<file path="src/rtl/decode_pkg.sv">
// Shared decode constants: opcode/funct/rt fields, ALU-op codes, FSM states.
// No logic; imported by the lookup table, the queue top and the bench.
// Build option ALU_DECODE_TRAP_EN only affects alu_op_lut, not this package.
package decode_pkg;

  localparam int ALU_OP_W = 8;

  typedef enum logic [0:0] {
    RUN      = 1'b0,
    EXC_HOLD = 1'b1
  } state_t;

  // Whole-word and prefix forms for the CP0 instructions
  localparam logic [31:0] INSTR_ERET = 32'h4200_0018;
  localparam logic [10:0] PFX_MTC0   = 11'b010_0000_0100;
  localparam logic [10:0] PFX_MFC0   = 11'b010_0000_0000;

  // Primary opcodes
  localparam logic [5:0] OPC_SPECIAL = 6'b000000;
  localparam logic [5:0] OPC_REGIMM  = 6'b000001;
  localparam logic [5:0] OPC_J       = 6'b000010;
  localparam logic [5:0] OPC_JAL     = 6'b000011;
  localparam logic [5:0] OPC_BEQ     = 6'b000100;
  localparam logic [5:0] OPC_BNE     = 6'b000101;
  localparam logic [5:0] OPC_BLEZ    = 6'b000110;
  localparam logic [5:0] OPC_BGTZ    = 6'b000111;
  localparam logic [5:0] OPC_ADDI    = 6'b001000;
  localparam logic [5:0] OPC_ADDIU   = 6'b001001;
  localparam logic [5:0] OPC_SLTI    = 6'b001010;
  localparam logic [5:0] OPC_SLTIU   = 6'b001011;
  localparam logic [5:0] OPC_ANDI    = 6'b001100;
  localparam logic [5:0] OPC_ORI     = 6'b001101;
  localparam logic [5:0] OPC_XORI    = 6'b001110;
  localparam logic [5:0] OPC_LUI     = 6'b001111;
  localparam logic [5:0] OPC_LB      = 6'b100000;
  localparam logic [5:0] OPC_LH      = 6'b100001;
  localparam logic [5:0] OPC_LW      = 6'b100011;
  localparam logic [5:0] OPC_LBU     = 6'b100100;
  localparam logic [5:0] OPC_LHU     = 6'b100101;
  localparam logic [5:0] OPC_SB      = 6'b101000;
  localparam logic [5:0] OPC_SH      = 6'b101001;
  localparam logic [5:0] OPC_SW      = 6'b101011;

  // SPECIAL funct values
  localparam logic [5:0] FN_SLL     = 6'b000000;
  localparam logic [5:0] FN_SRL     = 6'b000010;
  localparam logic [5:0] FN_SRA     = 6'b000011;
  localparam logic [5:0] FN_SLLV    = 6'b000100;
  localparam logic [5:0] FN_SRLV    = 6'b000110;
  localparam logic [5:0] FN_SRAV    = 6'b000111;
  localparam logic [5:0] FN_JR      = 6'b001000;
  localparam logic [5:0] FN_JALR    = 6'b001001;
  localparam logic [5:0] FN_MOVZ    = 6'b001010;
  localparam logic [5:0] FN_MOVN    = 6'b001011;
  localparam logic [5:0] FN_SYSCALL = 6'b001100;
  localparam logic [5:0] FN_BREAK   = 6'b001101;
  localparam logic [5:0] FN_MFHI    = 6'b010000;
  localparam logic [5:0] FN_MTHI    = 6'b010001;
  localparam logic [5:0] FN_MFLO    = 6'b010010;
  localparam logic [5:0] FN_MTLO    = 6'b010011;
  localparam logic [5:0] FN_MULT    = 6'b011000;
  localparam logic [5:0] FN_MULTU   = 6'b011001;
  localparam logic [5:0] FN_DIV     = 6'b011010;
  localparam logic [5:0] FN_DIVU    = 6'b011011;
  localparam logic [5:0] FN_ADD     = 6'b100000;
  localparam logic [5:0] FN_ADDU    = 6'b100001;
  localparam logic [5:0] FN_SUB     = 6'b100010;
  localparam logic [5:0] FN_SUBU    = 6'b100011;
  localparam logic [5:0] FN_AND     = 6'b100100;
  localparam logic [5:0] FN_OR      = 6'b100101;
  localparam logic [5:0] FN_XOR     = 6'b100110;
  localparam logic [5:0] FN_NOR     = 6'b100111;
  localparam logic [5:0] FN_SLT     = 6'b101010;
  localparam logic [5:0] FN_SLTU    = 6'b101011;
  localparam logic [5:0] FN_TGE     = 6'b110000;
  localparam logic [5:0] FN_TGEU    = 6'b110001;
  localparam logic [5:0] FN_TLT     = 6'b110010;
  localparam logic [5:0] FN_TLTU    = 6'b110011;
  localparam logic [5:0] FN_TEQ     = 6'b110100;
  localparam logic [5:0] FN_TNE     = 6'b110110;

  // REGIMM rt values
  localparam logic [4:0] RT_BLTZ   = 5'b00000;
  localparam logic [4:0] RT_BGEZ   = 5'b00001;
  localparam logic [4:0] RT_BLTZAL = 5'b10000;
  localparam logic [4:0] RT_BGEZAL = 5'b10001;

  // ALU-op codes (all non-zero; zero is reserved for "no decode")
  localparam logic [ALU_OP_W-1:0] EXE_SLLV_OP    = 8'b0000_0100;
  localparam logic [ALU_OP_W-1:0] EXE_SRL_OP     = 8'b0000_0010;
  localparam logic [ALU_OP_W-1:0] EXE_SRA_OP     = 8'b0000_0011;
  localparam logic [ALU_OP_W-1:0] EXE_SRLV_OP    = 8'b0000_0110;
  localparam logic [ALU_OP_W-1:0] EXE_SRAV_OP    = 8'b0000_0111;
  localparam logic [ALU_OP_W-1:0] EXE_JR_OP      = 8'b0000_1000;
  localparam logic [ALU_OP_W-1:0] EXE_JALR_OP    = 8'b0000_1001;
  localparam logic [ALU_OP_W-1:0] EXE_MOVZ_OP    = 8'b0000_1010;
  localparam logic [ALU_OP_W-1:0] EXE_MOVN_OP    = 8'b0000_1011;
  localparam logic [ALU_OP_W-1:0] EXE_SYSCALL_OP = 8'b0000_1100;
  localparam logic [ALU_OP_W-1:0] EXE_BREAK_OP   = 8'b0000_1101;
  localparam logic [ALU_OP_W-1:0] EXE_MFHI_OP    = 8'b0001_0000;
  localparam logic [ALU_OP_W-1:0] EXE_MTHI_OP    = 8'b0001_0001;
  localparam logic [ALU_OP_W-1:0] EXE_MFLO_OP    = 8'b0001_0010;
  localparam logic [ALU_OP_W-1:0] EXE_MTLO_OP    = 8'b0001_0011;
  localparam logic [ALU_OP_W-1:0] EXE_MULT_OP    = 8'b0001_1000;
  localparam logic [ALU_OP_W-1:0] EXE_MULTU_OP   = 8'b0001_1001;
  localparam logic [ALU_OP_W-1:0] EXE_DIV_OP     = 8'b0001_1010;
  localparam logic [ALU_OP_W-1:0] EXE_DIVU_OP    = 8'b0001_1011;
  localparam logic [ALU_OP_W-1:0] EXE_ADD_OP     = 8'b0010_0000;
  localparam logic [ALU_OP_W-1:0] EXE_ADDU_OP    = 8'b0010_0001;
  localparam logic [ALU_OP_W-1:0] EXE_SUB_OP     = 8'b0010_0010;
  localparam logic [ALU_OP_W-1:0] EXE_SUBU_OP    = 8'b0010_0011;
  localparam logic [ALU_OP_W-1:0] EXE_AND_OP     = 8'b0010_0100;
  localparam logic [ALU_OP_W-1:0] EXE_OR_OP      = 8'b0010_0101;
  localparam logic [ALU_OP_W-1:0] EXE_XOR_OP     = 8'b0010_0110;
  localparam logic [ALU_OP_W-1:0] EXE_NOR_OP     = 8'b0010_0111;
  localparam logic [ALU_OP_W-1:0] EXE_SLT_OP     = 8'b0010_1010;
  localparam logic [ALU_OP_W-1:0] EXE_SLTU_OP    = 8'b0010_1011;
  localparam logic [ALU_OP_W-1:0] EXE_TGE_OP     = 8'b0011_0000;
  localparam logic [ALU_OP_W-1:0] EXE_TGEU_OP    = 8'b0011_0001;
  localparam logic [ALU_OP_W-1:0] EXE_TLT_OP     = 8'b0011_0010;
  localparam logic [ALU_OP_W-1:0] EXE_TLTU_OP    = 8'b0011_0011;
  localparam logic [ALU_OP_W-1:0] EXE_TEQ_OP     = 8'b0011_0100;
  localparam logic [ALU_OP_W-1:0] EXE_TNE_OP     = 8'b0011_0110;
  localparam logic [ALU_OP_W-1:0] EXE_BLTZ_OP    = 8'b0100_0000;
  localparam logic [ALU_OP_W-1:0] EXE_BGEZ_OP    = 8'b0100_0001;
  localparam logic [ALU_OP_W-1:0] EXE_BLTZAL_OP  = 8'b0100_1010;
  localparam logic [ALU_OP_W-1:0] EXE_BGEZAL_OP  = 8'b0100_1011;
  localparam logic [ALU_OP_W-1:0] EXE_J_OP       = 8'b0100_1111;
  localparam logic [ALU_OP_W-1:0] EXE_JAL_OP     = 8'b0101_0000;
  localparam logic [ALU_OP_W-1:0] EXE_BEQ_OP     = 8'b0101_0001;
  localparam logic [ALU_OP_W-1:0] EXE_BNE_OP     = 8'b0101_0010;
  localparam logic [ALU_OP_W-1:0] EXE_BLEZ_OP    = 8'b0101_0011;
  localparam logic [ALU_OP_W-1:0] EXE_BGTZ_OP    = 8'b0101_0100;
  localparam logic [ALU_OP_W-1:0] EXE_ADDI_OP    = 8'b0101_0101;
  localparam logic [ALU_OP_W-1:0] EXE_ADDIU_OP   = 8'b0101_0110;
  localparam logic [ALU_OP_W-1:0] EXE_SLTI_OP    = 8'b0101_0111;
  localparam logic [ALU_OP_W-1:0] EXE_SLTIU_OP   = 8'b0101_1000;
  localparam logic [ALU_OP_W-1:0] EXE_ANDI_OP    = 8'b0101_1001;
  localparam logic [ALU_OP_W-1:0] EXE_ORI_OP     = 8'b0101_1010;
  localparam logic [ALU_OP_W-1:0] EXE_XORI_OP    = 8'b0101_1011;
  localparam logic [ALU_OP_W-1:0] EXE_LUI_OP     = 8'b0101_1100;
  localparam logic [ALU_OP_W-1:0] EXE_MFC0_OP    = 8'b0101_1101;
  localparam logic [ALU_OP_W-1:0] EXE_MTC0_OP    = 8'b0110_0000;
  localparam logic [ALU_OP_W-1:0] EXE_ERET_OP    = 8'b0110_1011;
  localparam logic [ALU_OP_W-1:0] EXE_SLL_OP     = 8'b0111_1100;
  localparam logic [ALU_OP_W-1:0] EXE_LB_OP      = 8'b1110_0000;
  localparam logic [ALU_OP_W-1:0] EXE_LH_OP      = 8'b1110_0001;
  localparam logic [ALU_OP_W-1:0] EXE_LW_OP      = 8'b1110_0011;
  localparam logic [ALU_OP_W-1:0] EXE_LBU_OP     = 8'b1110_0100;
  localparam logic [ALU_OP_W-1:0] EXE_LHU_OP     = 8'b1110_0101;
  localparam logic [ALU_OP_W-1:0] EXE_SB_OP      = 8'b1110_1000;
  localparam logic [ALU_OP_W-1:0] EXE_SH_OP      = 8'b1110_1001;
  localparam logic [ALU_OP_W-1:0] EXE_SW_OP      = 8'b1110_1011;

endpackage

</file>
<file path="src/rtl/alu_op_lut.sv">
// Instruction word -> {hit, ALU-op code} priority decoder, purely combinational.
// Latency: zero cycles. Backpressure: none (no state, no handshake).
// Build option: ALU_DECODE_TRAP_EN decodes the SPECIAL trap functs instead of flagging them reserved.
module alu_op_lut
  import decode_pkg::*;
(
  input  logic [31:0]         i_instr,
  output logic                o_hit,
  output logic [ALU_OP_W-1:0] o_alucontrol
);

  logic [5:0] w_opcode;
  logic [5:0] w_funct;
  logic [4:0] w_rt;

  assign w_opcode = i_instr[31:26];
  assign w_funct  = i_instr[5:0];
  assign w_rt     = i_instr[20:16];

  // Priority chain: CP0 forms, then SPECIAL funct, REGIMM rt, primary opcode; any miss leaves hit=0, code=0
  always_comb begin
    o_hit        = 1'b0;
    o_alucontrol = '0;
    if (i_instr == INSTR_ERET) begin
      o_hit        = 1'b1;
      o_alucontrol = EXE_ERET_OP;
    end else if (i_instr[31:21] == PFX_MTC0) begin
      o_hit        = 1'b1;
      o_alucontrol = EXE_MTC0_OP;
    end else if (i_instr[31:21] == PFX_MFC0) begin
      o_hit        = 1'b1;
      o_alucontrol = EXE_MFC0_OP;
    end else if (w_opcode == OPC_SPECIAL) begin
      o_hit = 1'b1;
      case (w_funct)
        FN_SLL:     o_alucontrol = EXE_SLL_OP;
        FN_SRL:     o_alucontrol = EXE_SRL_OP;
        FN_SRA:     o_alucontrol = EXE_SRA_OP;
        FN_SLLV:    o_alucontrol = EXE_SLLV_OP;
        FN_SRLV:    o_alucontrol = EXE_SRLV_OP;
        FN_SRAV:    o_alucontrol = EXE_SRAV_OP;
        FN_JR:      o_alucontrol = EXE_JR_OP;
        FN_JALR:    o_alucontrol = EXE_JALR_OP;
        FN_MOVZ:    o_alucontrol = EXE_MOVZ_OP;
        FN_MOVN:    o_alucontrol = EXE_MOVN_OP;
        FN_SYSCALL: o_alucontrol = EXE_SYSCALL_OP;
        FN_BREAK:   o_alucontrol = EXE_BREAK_OP;
        FN_MFHI:    o_alucontrol = EXE_MFHI_OP;
        FN_MTHI:    o_alucontrol = EXE_MTHI_OP;
        FN_MFLO:    o_alucontrol = EXE_MFLO_OP;
        FN_MTLO:    o_alucontrol = EXE_MTLO_OP;
        FN_MULT:    o_alucontrol = EXE_MULT_OP;
        FN_MULTU:   o_alucontrol = EXE_MULTU_OP;
        FN_DIV:     o_alucontrol = EXE_DIV_OP;
        FN_DIVU:    o_alucontrol = EXE_DIVU_OP;
        FN_ADD:     o_alucontrol = EXE_ADD_OP;
        FN_ADDU:    o_alucontrol = EXE_ADDU_OP;
        FN_SUB:     o_alucontrol = EXE_SUB_OP;
        FN_SUBU:    o_alucontrol = EXE_SUBU_OP;
        FN_AND:     o_alucontrol = EXE_AND_OP;
        FN_OR:      o_alucontrol = EXE_OR_OP;
        FN_XOR:     o_alucontrol = EXE_XOR_OP;
        FN_NOR:     o_alucontrol = EXE_NOR_OP;
        FN_SLT:     o_alucontrol = EXE_SLT_OP;
        FN_SLTU:    o_alucontrol = EXE_SLTU_OP;
`ifdef ALU_DECODE_TRAP_EN
        FN_TGE:     o_alucontrol = EXE_TGE_OP;
        FN_TGEU:    o_alucontrol = EXE_TGEU_OP;
        FN_TLT:     o_alucontrol = EXE_TLT_OP;
        FN_TLTU:    o_alucontrol = EXE_TLTU_OP;
        FN_TEQ:     o_alucontrol = EXE_TEQ_OP;
        FN_TNE:     o_alucontrol = EXE_TNE_OP;
`endif
        default:    o_hit = 1'b0;
      endcase
    end else if (w_opcode == OPC_REGIMM) begin
      o_hit = 1'b1;
      case (w_rt)
        RT_BLTZ:   o_alucontrol = EXE_BLTZ_OP;
        RT_BGEZ:   o_alucontrol = EXE_BGEZ_OP;
        RT_BLTZAL: o_alucontrol = EXE_BLTZAL_OP;
        RT_BGEZAL: o_alucontrol = EXE_BGEZAL_OP;
        default:   o_hit = 1'b0;
      endcase
    end else begin
      o_hit = 1'b1;
      case (w_opcode)
        OPC_J:     o_alucontrol = EXE_J_OP;
        OPC_JAL:   o_alucontrol = EXE_JAL_OP;
        OPC_BEQ:   o_alucontrol = EXE_BEQ_OP;
        OPC_BNE:   o_alucontrol = EXE_BNE_OP;
        OPC_BLEZ:  o_alucontrol = EXE_BLEZ_OP;
        OPC_BGTZ:  o_alucontrol = EXE_BGTZ_OP;
        OPC_ADDI:  o_alucontrol = EXE_ADDI_OP;
        OPC_ADDIU: o_alucontrol = EXE_ADDIU_OP;
        OPC_SLTI:  o_alucontrol = EXE_SLTI_OP;
        OPC_SLTIU: o_alucontrol = EXE_SLTIU_OP;
        OPC_ANDI:  o_alucontrol = EXE_ANDI_OP;
        OPC_ORI:   o_alucontrol = EXE_ORI_OP;
        OPC_XORI:  o_alucontrol = EXE_XORI_OP;
        OPC_LUI:   o_alucontrol = EXE_LUI_OP;
        OPC_LB:    o_alucontrol = EXE_LB_OP;
        OPC_LH:    o_alucontrol = EXE_LH_OP;
        OPC_LW:    o_alucontrol = EXE_LW_OP;
        OPC_LBU:   o_alucontrol = EXE_LBU_OP;
        OPC_LHU:   o_alucontrol = EXE_LHU_OP;
        OPC_SB:    o_alucontrol = EXE_SB_OP;
        OPC_SH:    o_alucontrol = EXE_SH_OP;
        OPC_SW:    o_alucontrol = EXE_SW_OP;
        default:   o_hit = 1'b0;
      endcase
    end
  end

endmodule

</file>
<file path="src/rtl/alu_decode_queue.sv">
// Buffered ALU-control decoder: DEPTH-entry {pc,instr} FIFO feeding a registered decode output stage.
// Latency: push at edge N into an empty queue presents out_valid after edge N+1; 1 instr/cycle sustained.
// Backpressure: in_ready drops when FIFO full or in exception hold; output held stable while !out_ready.
// Build option: ALU_DECODE_TRAP_EN (passed through to alu_op_lut; enables trap functs).
module alu_decode_queue
  import decode_pkg::*;
#(
  parameter int DEPTH = 4,
  parameter int OP_W  = ALU_OP_W,
  parameter int PC_W  = 32
) (
  input  logic                   clk,
  input  logic                   resetn,
  input  logic                   in_valid,
  output logic                   in_ready,
  input  logic [31:0]            in_instr,
  input  logic [PC_W-1:0]        in_pc,
  output logic                   out_valid,
  input  logic                   out_ready,
  output logic [OP_W-1:0]        out_alucontrol,
  output logic [31:0]            out_instr,
  output logic [PC_W-1:0]        out_pc,
  output logic                   out_invalid,
  input  logic                   flush,
  output logic [$clog2(DEPTH):0] count
);

  localparam int AW = $clog2(DEPTH);
  localparam int CW = AW + 1;
  localparam logic [CW-1:0] FULL_CNT = CW'(DEPTH);

  logic [31:0]     r_mem_instr [DEPTH];
  logic [PC_W-1:0] r_mem_pc    [DEPTH];
  logic [AW-1:0]   r_wr_ptr;
  logic [AW-1:0]   r_rd_ptr;
  logic [CW-1:0]   r_count;

  logic            r_out_valid;
  logic [OP_W-1:0] r_out_alucontrol;
  logic [31:0]     r_out_instr;
  logic [PC_W-1:0] r_out_pc;
  logic            r_out_invalid;

  state_t          r_state;
  state_t          w_state_nxt;
  logic            w_run_ready;

  logic            w_push;
  logic            w_load;
  logic [31:0]     w_head_instr;
  logic            w_lut_hit;
  logic [ALU_OP_W-1:0] w_lut_code;

  assign w_head_instr = r_mem_instr[r_rd_ptr];

  alu_op_lut u_lut (
    .i_instr      (w_head_instr),
    .o_hit        (w_lut_hit),
    .o_alucontrol (w_lut_code)
  );

  // in_ready is forced low while reset is held, independent of register state
  assign in_ready = resetn & w_run_ready;
  assign w_push   = in_valid & in_ready;
  assign w_load   = (r_count != '0) & (r_state == RUN) & (!r_out_valid | out_ready);

  assign out_valid      = r_out_valid;
  assign out_alucontrol = r_out_alucontrol;
  assign out_instr      = r_out_instr;
  assign out_pc         = r_out_pc;
  assign out_invalid    = r_out_invalid;
  assign count          = r_count;

  // FIFO storage write; no reset needed since pointers define what is live
  always_ff @(posedge clk) begin
    if (w_push && !flush) begin
      r_mem_instr[r_wr_ptr] <= in_instr;
      r_mem_pc[r_wr_ptr]    <= in_pc;
    end
  end

  // Pointers and occupancy; flush wins over a simultaneous push/pop
  always_ff @(posedge clk or negedge resetn) begin
    if (!resetn) begin
      r_wr_ptr <= '0;
      r_rd_ptr <= '0;
      r_count  <= '0;
    end else if (flush) begin
      r_wr_ptr <= '0;
      r_rd_ptr <= '0;
      r_count  <= '0;
    end else begin
      if (w_push) r_wr_ptr <= r_wr_ptr + 1'b1;
      if (w_load) r_rd_ptr <= r_rd_ptr + 1'b1;
      case ({w_push, w_load})
        2'b10:   r_count <= r_count + 1'b1;
        2'b01:   r_count <= r_count - 1'b1;
        default: r_count <= r_count;
      endcase
    end
  end

  // Registered output stage: load decoded head, hold while stalled, drop valid on accept
  always_ff @(posedge clk or negedge resetn) begin
    if (!resetn) begin
      r_out_valid      <= 1'b0;
      r_out_alucontrol <= '0;
      r_out_instr      <= '0;
      r_out_pc         <= '0;
      r_out_invalid    <= 1'b0;
    end else if (flush) begin
      r_out_valid   <= 1'b0;
      r_out_invalid <= 1'b0;
    end else if (w_load) begin
      r_out_valid      <= 1'b1;
      r_out_alucontrol <= OP_W'(w_lut_code);
      r_out_instr      <= w_head_instr;
      r_out_pc         <= r_mem_pc[r_rd_ptr];
      r_out_invalid    <= ~w_lut_hit;
    end else if (r_out_valid && out_ready) begin
      r_out_valid <= 1'b0;
    end
  end

  // FSM state register
  always_ff @(posedge clk or negedge resetn) begin
    if (!resetn) begin
      r_state <= RUN;
    end else begin
      r_state <= w_state_nxt;
    end
  end

  // FSM next state and input readiness; a reserved entry entering the output stage freezes the queue
  always_comb begin
    w_state_nxt = r_state;
    w_run_ready = 1'b0;
    case (r_state)
      RUN: begin
        w_run_ready = (r_count < FULL_CNT);
        if (w_load && !w_lut_hit) begin
          w_state_nxt = EXC_HOLD;
        end
      end
      EXC_HOLD: begin
        w_run_ready = 1'b0;
      end
      default: begin
        w_state_nxt = RUN;
      end
    endcase
    if (flush) begin
      w_state_nxt = RUN;
    end
  end

endmodule

</file>
<file path="config.mk">
export PLATFORM = sky130hd
export DESIGN_NAME = alu_decode_queue
export DESIGN_NICKNAME = d
export VERILOG_FILES = /design/src/rtl/decode_pkg.sv /design/src/rtl/alu_op_lut.sv /design/src/rtl/alu_decode_queue.sv
export SDC_FILE = /design/constraint.sdc
export NUM_CORES = 1
export LEC_CHECK = 0
export CAP_MARGIN = 20
export CORE_ASPECT_RATIO = 1.25
export CORE_UTILIZATION = 48
export DETAILED_ROUTE_END_ITERATION = 8
export PLACE_DENSITY = 0.78
export RECOVER_POWER = 50
export SETUP_SLACK_MARGIN = 0.4
export SLEW_MARGIN = 10
export SYNTH_ARGS = -nofsm -noshare
export SYNTH_HDL_FRONTEND = slang
export SYNTH_SLANG_ARGS = --single-unit
</file>
<file path="constraint.sdc">
create_clock -name clk -period 8.3 [get_ports clk]
set_input_delay 1.66 -clock clk [delete_from_list [all_inputs] [get_ports clk]]
set_output_delay 1.66 -clock clk [all_outputs]
set_load 0.01 [all_outputs]
</file>
==> flow_summary_export.csv <==
group,metric,value,unit
setup_path,path_buf_inv,2,
detailed_routing,drc,0,
global_route,grt_overflow,0,
placed_design,hpwl,15.3,mm
detailed_routing,via_count,7068,
setup_path,path_depth,3,
setup_path,r2r_start,"r_rd_ptr[0]",
logic_synthesis,avgSynthCellArea,16.7,um2
detailed_routing,drt_iter0_drc,410,
die,core,0.0268,mm2
logic_synthesis,yosysWarnings,0,
sta,fmaxAchievable,178,MHz
global_route,grt_antenna_before_repair,8,
placed_design,place_inst,1239,
logic_synthesis,ys_async_sr_fraction,0.243,
setup_path,slowest_stage,"clkbuf_1",
placed_design,place_congestion,0.841,
sta,holdWs,0.466,ns
die,die_w,150,um
logic_synthesis,ys_types,54,
status,failed_checks,"capacitance limit, slew limit",
clocking,clk_latency,0.57,ns
worst_hold_path,hold_start,"out_pc[15]",
logic_synthesis,synthFlopType,"edfxtp_1",
detailed_routing,routed_wl,26.2,mm
clocking,clkTransAtPathRegs,0.06,ns
sta,hold_viol,0,
setup_path,startpoint,"resetn",
sta,final.period_utilization,0.676,
status,outcome,"finished, violations left",
sta,slew_viol_final,30,
die,row_count,67,
global_route,grt.total_usage,0.194,
power_and_ir_drop,power_density,313,mW/mm2
clocking,cts_buffers,31,
setup_path,path_cells,"clkbuf_1 > nor3b_1 > clkdlybuf4s50_1",
sta,layout_setup_ws,2.69,ns
clocking,post_cts_buffers,0,
layout,fillCellCount,2026,
power_and_ir_drop,p_leak,5.71,nW
logic_synthesis,synth_area_leaders,"edfxtp_1 (59%), dfrtp_1 (16%), mux4_2 (11%)",
die,die_y,187,um
setup_path,worstSetupPathType,"primary input to output pin",
global_route,first_global_vias,7454,
clocking,holdBufCountCts,0,
die,pin_count,147,
setup_path,cpPeakStageDelay,1.26,ns
logic_synthesis,ys_seq_area_frac,0.745,
setup_path,crit_path_end_kind,"output pin",
clocking,cts_root_buffer,"clkbuf_16",
clocking,cts_tree,"yes",
sta,slew_headroom,-0.202,
detailed_routing,drt_first_pass_iters,7,
placed_design,dp_slack,3.61,ns
detailed_routing,wl_per_cell,20.1,um
logic_synthesis,yosysMostFrequentCell,"edfxtp_1",
layout,layout.nets,1001,
setup_path,critPathTopFamily,"buffers and inverters",
setup_path,start_kind,"primary input",
setup_path,critPathMaxFanout,29,
logic_synthesis,synth.net_count,855,
placed_design,port_buffers,146,
logic_synthesis,synth_edf_count,256,
logic_synthesis,ys_ff_latch,338,
layout,fin_cells,1303,
clocking,cts_resized,0,
clocking,cts_sinks,338,
global_route,grt_first_pass_wirelength,41.2,mm
sta,worst_pin_slew,1.80,ns
worst_hold_path,hp-class,"register to register",
detailed_routing,avgViaCountPerCell,5.42,
sta,fin_crit,5.61,ns
job,cap_violations,1,
layout,multi_input_area,0.00312,mm2
layout,ff_latch_area,0.00975,mm2
die,die_area,0.0279,mm2
sta,fin_setup_tns,0,ns
logic_synthesis,synth_area,0.0131,mm2
power_and_ir_drop,vdd_drop_max,187,uV
layout,area_growth,21.8,%
layout,final_layout_size_suffix_gt1_frac,0.138,
clocking,htreeDepth,1,
logic_synthesis,synth_commonest_cells,"edfxtp_1 (256), nand2_1 (203), dfrtp_1 (82), mux4_2 (62), clkbuf_1 (22)",
die,initial_core_util,0.487,
sta,rsz0062_at_grt,"false",
setup_path,required,6.64,ns
setup_path,worstPathArrival,3.95,ns
global_route,grt_max_degree,79,
clocking,clockBufferDepth,3,
logic_synthesis,synth_top_area_cell,"edfxtp_1",
sta,skew,0.0203,ns
worst_hold_path,whs_path_depth,2,
sta,setup_viol,0,
logic_synthesis,syn_inst,781,
detailed_routing,antenna_left,0,
setup_path,ff2ff_path_depth,7,
logic_synthesis,synth_top_area_frac,0.588,
-- worst paths after layout --
| check | end | slack [ns] |
|---|---|---|
| max reg2reg | out_alucontrol[6] | 4.33 |
| max | in_ready | 2.69 |
| max in group asynchronous | r_rd_ptr[0] | 5.10 |
| min reg2reg | out_pc[15] | 0.47 |
| min | out_pc[15] | 0.47 |
| min in group asynchronous | out_pc[11] | 1.57 |
-- cell usage in the layout (no fill, tap or decap), types with 3 or more instances in the layout --
cell / instances
clkbuf_8: 3
bufinv_16: 6
xor2_1: 3
edfxtp_1: 256
clkinv_1: 4
ha_1: 4
nor3b_1: 3
o21ai_0: 14
nor2b_1: 4
a21oi_1: 7
dlygate4sd3_1: 101
clkbuf_16: 31
and2_4: 4
nor4b_2: 3
nand2_1: 203
o21ai_1: 4
nand2b_1: 3
nor4_1: 5
buf_4: 4
clkinv_2: 6
xnor2_1: 4
nor4b_1: 3
o211ai_1: 4
dfrtp_1: 80
diode_2: 6
mux4_2: 62
nor2_1: 20
nor3_1: 3
nand3_1: 4
clkdlybuf4s50_1: 44
inv_1: 10
o32ai_1: 4
clkbuf_1: 6
-- metrics by stage --
stage	cell area, um2	util	total power, W
after floorplan	13100	-	0.00298
after global placement	14800	0.553	0.00354
after detailed placement	14800	0.553	0.00357
after CTS	15900	0.593	0.00507
after global routing	15900	0.593	0.00523
final	15900	0.594	0.00499
-- registers in the layout, summed over array words and instances, names as in the netlist --
signal          count
out_invalid         1
count               3
r_mem_instr       128
r_state             1
out_valid           1
out_instr          32
out_alucontrol      8
r_wr_ptr            2
out_pc             32
r_rd_ptr            2
r_mem_pc          128
-- area by class of cell --
type,instances,area share
Timing Repair Buffer,150,0.0933
Tap cell,345,0.0271
Clock inverter,19,0.0157
Sequential cell,338,0.612
Clock buffer,39,0.0525
Multi-Input combinational cell,396,0.196
Inverter,10,0.00236
Antenna cell,6,0.000943
-- logic make-up after synthesis --
group | Yosys count | share of synthesized area
flip-flops | 338 | 0.745
buffers and inverters | 47 | 0.0179
multiplexers | 66 | 0.112
XOR/XNOR | 7 | 0.00469
AO/OA/AOI/OAI | 52 | 0.0269
adder cells (fa/ha/maj) | 5 | 0.00536
AND/OR/NAND/NOR | 266 | 0.0877
-- metal layers --
layer | global-route usage | vias to the layer above | wire length, um
met5 | 0 | - | 21
met4 | 0.0589 | 4 | 590
met3 | 0.0364 | 46 | 1630
met2 | 0.325 | 241 | 13500
met1 | 0.256 | 3552 | 10500
li1 | - | 3225 | -
-- tightest hold or removal path, cell delays in order (launching register included) --
cell and delay, ns:
dfrtp_1 0.34, nand2_1 0.05, nand2_1 0.05
-- where the power goes --
group          internal (W)  switching (W)  leakage [nW]
logic              0.000623       0.000661          1.83
clock network      0.000898       0.000604         0.533
registers           0.00204       0.000164          3.34
total               0.00356        0.00143          5.71
Note: power is estimated with default switching activity, not from simulation.
